File: config.mk
export PLATFORM = sky130hd
export DESIGN_NAME = usbdev_bufarb
export DESIGN_NICKNAME = d
export VERILOG_FILES = /design/src/rtl/usbdev_bufarb.sv
export SDC_FILE = /design/constraint.sdc
export NUM_CORES = 1
export LEC_CHECK = 0
export BUFFER_PORTS_ARGS = -buffer_cell sky130_fd_sc_hd__buf_4
export CAP_MARGIN = 20
export CORE_MARGIN = 5
export CORE_UTILIZATION = 30
export CTS_BUF_LIST = sky130_fd_sc_hd__clkbuf_2
export DETAILED_ROUTE_END_ITERATION = 8
export GPL_TIMING_DRIVEN = 1
export PLACE_DENSITY = 0.79
export SKIP_LAST_GASP = 1
export SLEW_MARGIN = 10
export SYNTH_ARGS = -nofsm -noshare
export SYNTH_HDL_FRONTEND = slang
export SYNTH_SLANG_ARGS = --single-unit
export TNS_END_PERCENT = 20
File: constraint.sdc
create_clock -name clk -period 2.4 [get_ports clk]
set_input_delay 0.72 -clock clk [delete_from_list [all_inputs] [get_ports clk]]
set_output_delay 0.72 -clock clk [all_outputs]
set_load 0.01 [all_outputs]
File: src/rtl/usbdev_bufarb.sv
// -----------------------------------------------------------------------------
// usbdev_bufarb
//
// Arbiter between the USB serial interface engine (SIE) and the CPU for a
// single-port packet-buffer RAM. Only one requester is granted in a cycle.
// The SIE normally wins a conflict. A starvation counter makes sure the CPU
// still gets a slot: once the SIE has taken STARVE_MAX grants in a row while
// the CPU was waiting, the next conflicting cycle goes to the CPU.
//
// Each read returns its data one cycle after the grant. Separate per-requester
// valid flags track this, so back-to-back and interleaved reads each return
// to the requester that issued them.
//
// Ports
//   clk, reset                   single clock, synchronous active-high reset
//   sie_req/we/addr/wdata        SIE request; held stable until sie_gnt
//   sie_gnt                      SIE access happens in this cycle
//   sie_rvalid/sie_rdata         SIE read data, one cycle after a read grant
//   cpu_*                        CPU-side set, same meaning as the SIE set
//   ram_en/we/addr/wdata         RAM command (all zero when nothing is granted)
//   ram_rdata                    RAM read data, valid one cycle after a read
// -----------------------------------------------------------------------------
module usbdev_bufarb #(
    parameter int AW         = 6,
    parameter int STARVE_MAX = 4
) (
    input  logic          clk,
    input  logic          reset,

    input  logic          sie_req,
    input  logic          sie_we,
    input  logic [AW-1:0] sie_addr,
    input  logic [7:0]    sie_wdata,
    output logic          sie_gnt,
    output logic          sie_rvalid,
    output logic [7:0]    sie_rdata,

    input  logic          cpu_req,
    input  logic          cpu_we,
    input  logic [AW-1:0] cpu_addr,
    input  logic [7:0]    cpu_wdata,
    output logic          cpu_gnt,
    output logic          cpu_rvalid,
    output logic [7:0]    cpu_rdata,

    output logic          ram_en,
    output logic          ram_we,
    output logic [AW-1:0] ram_addr,
    output logic [7:0]    ram_wdata,
    input  logic [7:0]    ram_rdata
);

    localparam int              SCW        = (STARVE_MAX < 1) ? 1 : $clog2(STARVE_MAX + 1);
    localparam logic [SCW-1:0]  STARVE_LIM = SCW'(STARVE_MAX);

    logic [SCW-1:0] starve_cnt;
    logic           sie_rv_q;
    logic           cpu_rv_q;
    logic           starve_hit;

    assign starve_hit = (starve_cnt == STARVE_LIM);

    // Grant decision. The CPU wins only when it is alone or when it has been
    // held off long enough. Reset blocks every grant, so no RAM access can
    // start while the block is being reset.
    always_comb begin
        // NOTE: every output of a combinational block gets a default first so
        // that no path leaves it unassigned; a missing default infers a latch.
        sie_gnt = 1'b0;
        cpu_gnt = 1'b0;
        if (!reset) begin
            if (cpu_req && (!sie_req || starve_hit)) begin
                cpu_gnt = 1'b1;
            end else if (sie_req) begin
                sie_gnt = 1'b1;
            end
        end
    end

    // RAM command mux. The bus is driven to zero when idle so the RAM
    // interface shows no stale address or data.
    always_comb begin
        ram_en    = 1'b0;
        ram_we    = 1'b0;
        ram_addr  = '0;
        ram_wdata = '0;
        if (sie_gnt) begin
            ram_en    = 1'b1;
            ram_we    = sie_we;
            ram_addr  = sie_addr;
            ram_wdata = sie_wdata;
        end else if (cpu_gnt) begin
            ram_en    = 1'b1;
            ram_we    = cpu_we;
            ram_addr  = cpu_addr;
            ram_wdata = cpu_wdata;
        end
    end

    // NOTE: sequential state uses non-blocking assignments, so every register
    // here samples values from before the edge no matter the statement order.
    always_ff @(posedge clk) begin
        if (reset) begin
            starve_cnt <= '0;
            sie_rv_q   <= 1'b0;
            cpu_rv_q   <= 1'b0;
        end else begin
            sie_rv_q <= sie_gnt & ~sie_we;
            cpu_rv_q <= cpu_gnt & ~cpu_we;
            // Count only SIE wins that happen while the CPU is waiting, and
            // saturate at the limit. The CPU wins next, and that clears it.
            if (cpu_gnt || !cpu_req) begin
                starve_cnt <= '0;
            end else if (sie_gnt && !starve_hit) begin
                starve_cnt <= starve_cnt + SCW'(1);
            end
        end
    end

    // Read-valid is also gated by reset. A read granted just before reset
    // asserts never shows its data, even though its flag was already set.
    assign sie_rvalid = sie_rv_q & ~reset;
    assign cpu_rvalid = cpu_rv_q & ~reset;
    assign sie_rdata  = sie_rvalid ? ram_rdata : 8'h00;
    assign cpu_rdata  = cpu_rvalid ? ram_rdata : 8'h00;

endmodule
==> results of run 1 <==
## synthesized netlist by cell type
master / number
and2b_1: 1
ha_1: 2
nor2b_1: 3
and2_4: 1
a21oi_2: 1
a22o_1: 15
mux2i_1: 1
and2_1: 16
buf_8: 1
buf_6: 2
clkbuf_1: 2
nor2_1: 6
nand2_1: 2
nand3_1: 2
nor2b_2: 1
nand2b_1: 1
dfxtp_1: 5
inv_1: 3
## state kept, by name (all words and copies together) (netlist names)
signal,flops
cpu_rv_q,1
sie_rv_q,1
starve_cnt,3
## power by group
| part | leakage (nW) | total, mW | internal (mW) | switching, mW |
|---|---|---|---|---|
| Clock | 0.0166 | 0.0751 | 0.0440 | 0.0311 |
| Sequential | 0.0407 | 0.0860 | 0.0852 | 0.000834 |
| Combinational | 0.569 | 0.140 | 0.0894 | 0.0504 |
## cell families after synthesis
kind of cell             share of synthesized area [%]
AND/OR/NAND/NOR                                  36.45
multiplexers                                     1.919
flip-flops                                       19.19
buffers and inverters                            10.79
AO/OA/AOI/OAI                                    26.86
adder cells (fa/ha/maj)                          4.795
## cell type report
class | instances | area share (%)
inverter | 3 | 0.9956
tap | 17 | 1.881
sequential | 5 | 8.850
timing repair buffer | 80 | 54.20
multi-input combinational | 52 | 32.30
clock buffer | 4 | 1.770
## path summary, 6_finish.rpt
check                                endpoint  slack [ps]  depth (start not counted)     startpoint
worst max-delay path             ram_wdata[1]          90                          5        sie_req
worst min-delay path            starve_cnt[0]         450                          1  starve_cnt[0]
worst max register to register       cpu_rv_q        1200                          6  starve_cnt[0]
worst min register to register  starve_cnt[0]         450                          1  starve_cnt[0]
## worst register-to-register path: cells and delay by family, from the launching register on
kind / cells / cell delay [ps]
fa+ha+maj: 1 / 220
compound gates: 1 / 80
buf+inv: 2 / 210
flops: 1 / 350
simple gates: 2 / 260
## through the flow
step,util [%],worst slack (ps)
after global placement,65.78,96.09
after floorplan,-,184.1
after global routing,66.96,38.11
after detailed placement,65.78,94.75
final,66.96,93.16
after CTS,66.96,89.13
## per-layer routing
layer  GRT usage, %  part of all wire, %  vias up
met5              0                    0        -
met1          16.64                   32      338
met4          6.550                 0.62        0
met3          7.450                   18        2
met2          28.60                   50       61
li1               -                    -      381
==> impl_metrics.toml, run 1 <==
[outcome]
status = "finished clean"

[detailed_routing]
dr_total_vias = 782
drt-initial-drc-count = 5
wirelength_um = 2105
drcViolationCount = 0
firstDrtPassIters = 4
antenna_left = 0
via_per_inst = 4.857
routedWlPerCell_um = 13.07

[cts]
cts_tree = "yes"
clk_pin_slew_worst_paths_ps = 50
clockRootBuffer = "clkbuf_2"
insertion_delay_ps = 210
cts_hold_buf = 0
clock-sinks = 5
post_cts_buffers = 0
post_cts_resized = 0
cts_buffers = 3
htree_num_levels = 1
clock_path_buffers = 2

[die]
start_util_pct = 30.89
fp.dieW_um = 51.71
dieHeight_um = 51.71
coreArea_um2 = 1689
rows = 15
dieArea_um2 = 2673
num_io_pins = 78

[timing]
skew_ps = 2.153
hold_viol_final = 0
rsz0062_at_grt = "no"
holdWs_ps = 447.3
fin_crit_sh_pct = 96.12
drv_slew = 0
min_period_ps = 2307
worst_pin_slew_ps = 129.7
setup_viol = 0
slew_headroom_pct = 91.11
setup_tns_ps = 0
clock.fmax_mhz = 433.5

[setup_path]
endpoint_kind = "output pin"
critPathBufInv = 2
critPathSlowestCell = "a22o_1"
cp.required_ps = 1680
worstPathMaxFanout = 17
crit_top_cell = "buf_4"
critPathMaxStageDelay_ps = 250
crit_chain = "buf_4 -> nor2b_2 -> and2_4 -> a22o_1 -> buf_4"
startpoint_type = "primary input"
crit_arrival_ps = 1590
cp_top_family = "simple AND/OR/NAND/NOR gates"
critical_path_class = "primary input to output pin"

[placement]
io_buffer_count = 77
dpl.cell_count = 157
place_area_um2 = 1111
hpwl_um = 1894
place.gp.congestion = 0.7340

[power]
power.leakage_nw = 0.6262
p_total_mw = 0.3010
vdd_drop_max_mv = 0.1583
powerDensity_nw_per_um2 = 266.1

[yosys]
yosys.area.top_type_share_pct = 25.18
post-synth-top-area-cell = "a22o_1"
yosysUniqueCellTypes = 18
yosysWarningCount = 0
synth_seq_area_share_pct = 19.18
syn_nets = 109
syn_area_um2 = 521.8
ys_ff_latch = 5
synth_cells = 65
synth_area_leaders = "a22o_1 25%, and2_1 19%, dfxtp_1 19%"
post_synth.cell_area_avg_um2 = 8.027

[finish]
layout.nets = 189
design_area_um2 = 1131
final_cells = 161
final_common_cell = "buf_4"
syn2layout_area_growth_pct = 116.8
drive_gt1_share_pct = 60.42
seqCellArea_um2 = 100.1
num_antenna_cells = 0
multi_input_area_um2 = 365.4
final_cell_mix = "79 x buf_4, 16 x and2_1, 15 x a22o_1"
fillers = 152

[global_routing]
grt_pass1_vias = 810
grt_usage_pct = 16.30
antenna_found_initial = 0
grt_max_degree = 18
grt-ovfl-total = 0
grt_pass1_wl_um = 3360

[hold_path]
holdCritPathClass = "flip-flop to flip-flop"

[job]
maxCapViolations = 0
No activity file was read; power rests on OpenSTA's default activity.
==> run 2, diff against run 1 <==
Settings changed: CORE_UTILIZATION 30 to 27, PLACE_DENSITY 0.79 to 0.75.
Clock period 2.4 ns to 2 ns, I/O delays scaled along.
==> impl_metrics.toml, run 2 (same netlist as run 1, synthesis figures left out) <==
[outcome]
status = "finished with violations"
violations = "setup timing"

[global_routing]
grt_pass1_vias = 789
grt-ovfl-total = 0
grt_max_degree = 18
grt_pass1_wl_um = 3484
antenna_found_initial = 0
grt_usage_pct = 16.50

[placement]
dpl.cell_count = 170
place.gp.congestion = 0.7311
io_buffer_count = 77
place_area_um2 = 1146
place_ws_ps = -48.04

[cts]
clock-sinks = 5
cts_tree = "yes"
clk_pin_slew_worst_paths_ps = 60
clock_path_buffers = 2
htree_num_levels = 1
insertion_delay_ps = 210
cts_buffers = 3
clockRootBuffer = "clkbuf_2"

[timing]
min_period_ps = 2048
skew_ps = 5.114
drv_slew = 0
slew_headroom_pct = 87.16
worst_pin_slew_ps = 192.3
fin_crit_sh_pct = 102.4
holdWs_ps = 434.6
rsz0062_at_grt = "yes"
clock.fmax_mhz = 488.2
setup_tns_ps = -606.9
setup_viol = 15
hold_viol_final = 0
worst_slack_ps = -48.20

[die]
dieArea_um2 = 2912
rows = 16
dieHeight_um = 53.96
start_util_pct = 27.43
num_io_pins = 78
coreArea_um2 = 1902
fp.dieW_um = 53.96

[finish]
syn2layout_area_growth_pct = 130.9
final_common_cell = "buf_4"
top_regs = "starve_cnt x3, cpu_rv_q x1, sie_rv_q x1"
largest_register_ffs = 3
largest-register = "starve_cnt"
fin_util_pct = 63.36
design_area_um2 = 1205
final_cells = 176
final_cell_mix = "82 x buf_4, 16 x and2_1, 15 x a22o_1"
drive_gt1_share_pct = 65.77
num_antenna_cells = 0
layout.nets = 194

[power]
powerDensity_nw_per_um2 = 314.3
power.leakage_nw = 0.6529
p_int_mw = 0.2703
p_seq_share_pct = 27.3
clkPwrFrac_pct = 24.9
vdd_drop_max_mv = 0.1786
switching_share_pct = 28.63
p_total_mw = 0.3788
netSwitchingPower_mw = 0.1084
p_comb_share_pct = 47.8

[detailed_routing]
via_per_inst = 4.574
drcViolationCount = 0
routedWlPerCell_um = 14.05
wirelength_um = 2473
dr_total_vias = 805
antenna_left = 0
drt-initial-drc-count = 4
firstDrtPassIters = 3

[hold_path]
holdCritPathClass = "flip-flop to flip-flop"

[job]
maxCapViolations = 0

[setup_path]
cp.required_ps = 1400
endpoint_kind = "output pin"
worstPathMaxFanout = 8
critical_path_class = "primary input to output pin"
crit_arrival_ps = 1450
startpoint_type = "primary input"
## run 2: repair_timing
item,in CTS,in global routing
gates resized for setup,9,0
pin swaps,2,1
hold buffers,0,0
endpoints found under the setup margin,15,22
gates cloned,2,0
buffers inserted,0,0
## run 2: worst paths after layout
| check | startpoint | endpoint | slack, ps | cells past startpoint |
|---|---|---|---|---|
| worst min register to register | starve_cnt[0] | starve_cnt[0] | 430 | 1 |
| worst min-delay path | starve_cnt[0] | starve_cnt[0] | 430 | 1 |
| worst max register to register | starve_cnt[1] | cpu_rv_q | 870 | 6 |
| worst max-delay path | sie_req | ram_we | -50 | 5 |
## run 2: area by class of cell
cell class | count | area [um2]
clock buffers | 4 | 20.02
fillers | 188 | 696.9
multi-input cells | 54 | 402.9
inverters | 3 | 11.26
well taps | 27 | 33.78
repair buffers | 83 | 635.6
flip-flops and latches | 5 | 101.3
## run 2: power by group through the flow
| stage | combinational [mW] | sequential (mW) | clock (mW) |
|---|---|---|---|
| CTS | 0.183 | 0.103 | 0.0958 |
| finish | 0.181 | 0.103 | 0.0942 |
| global route | 0.195 | 0.104 | 0.0986 |
| floorplan | 0.0610 | 0.105 | 0 |
| detailed placement | 0.176 | 0.105 | 0 |
| global placement | 0.172 | 0.105 | 0 |
## run 2: metal layers
metal  global-route usage, %  wire (um)
met1                   16.99        841
met2                   31.05       1311
met3                   3.601        293
met4                   7.660         27
met5                       0          0
## run 2: worst max-delay path, cell delays in order
cell     delay [ps]
buf_4           110
nor2b_2         170
and2_4          190
a22o_1          230
buf_4           140
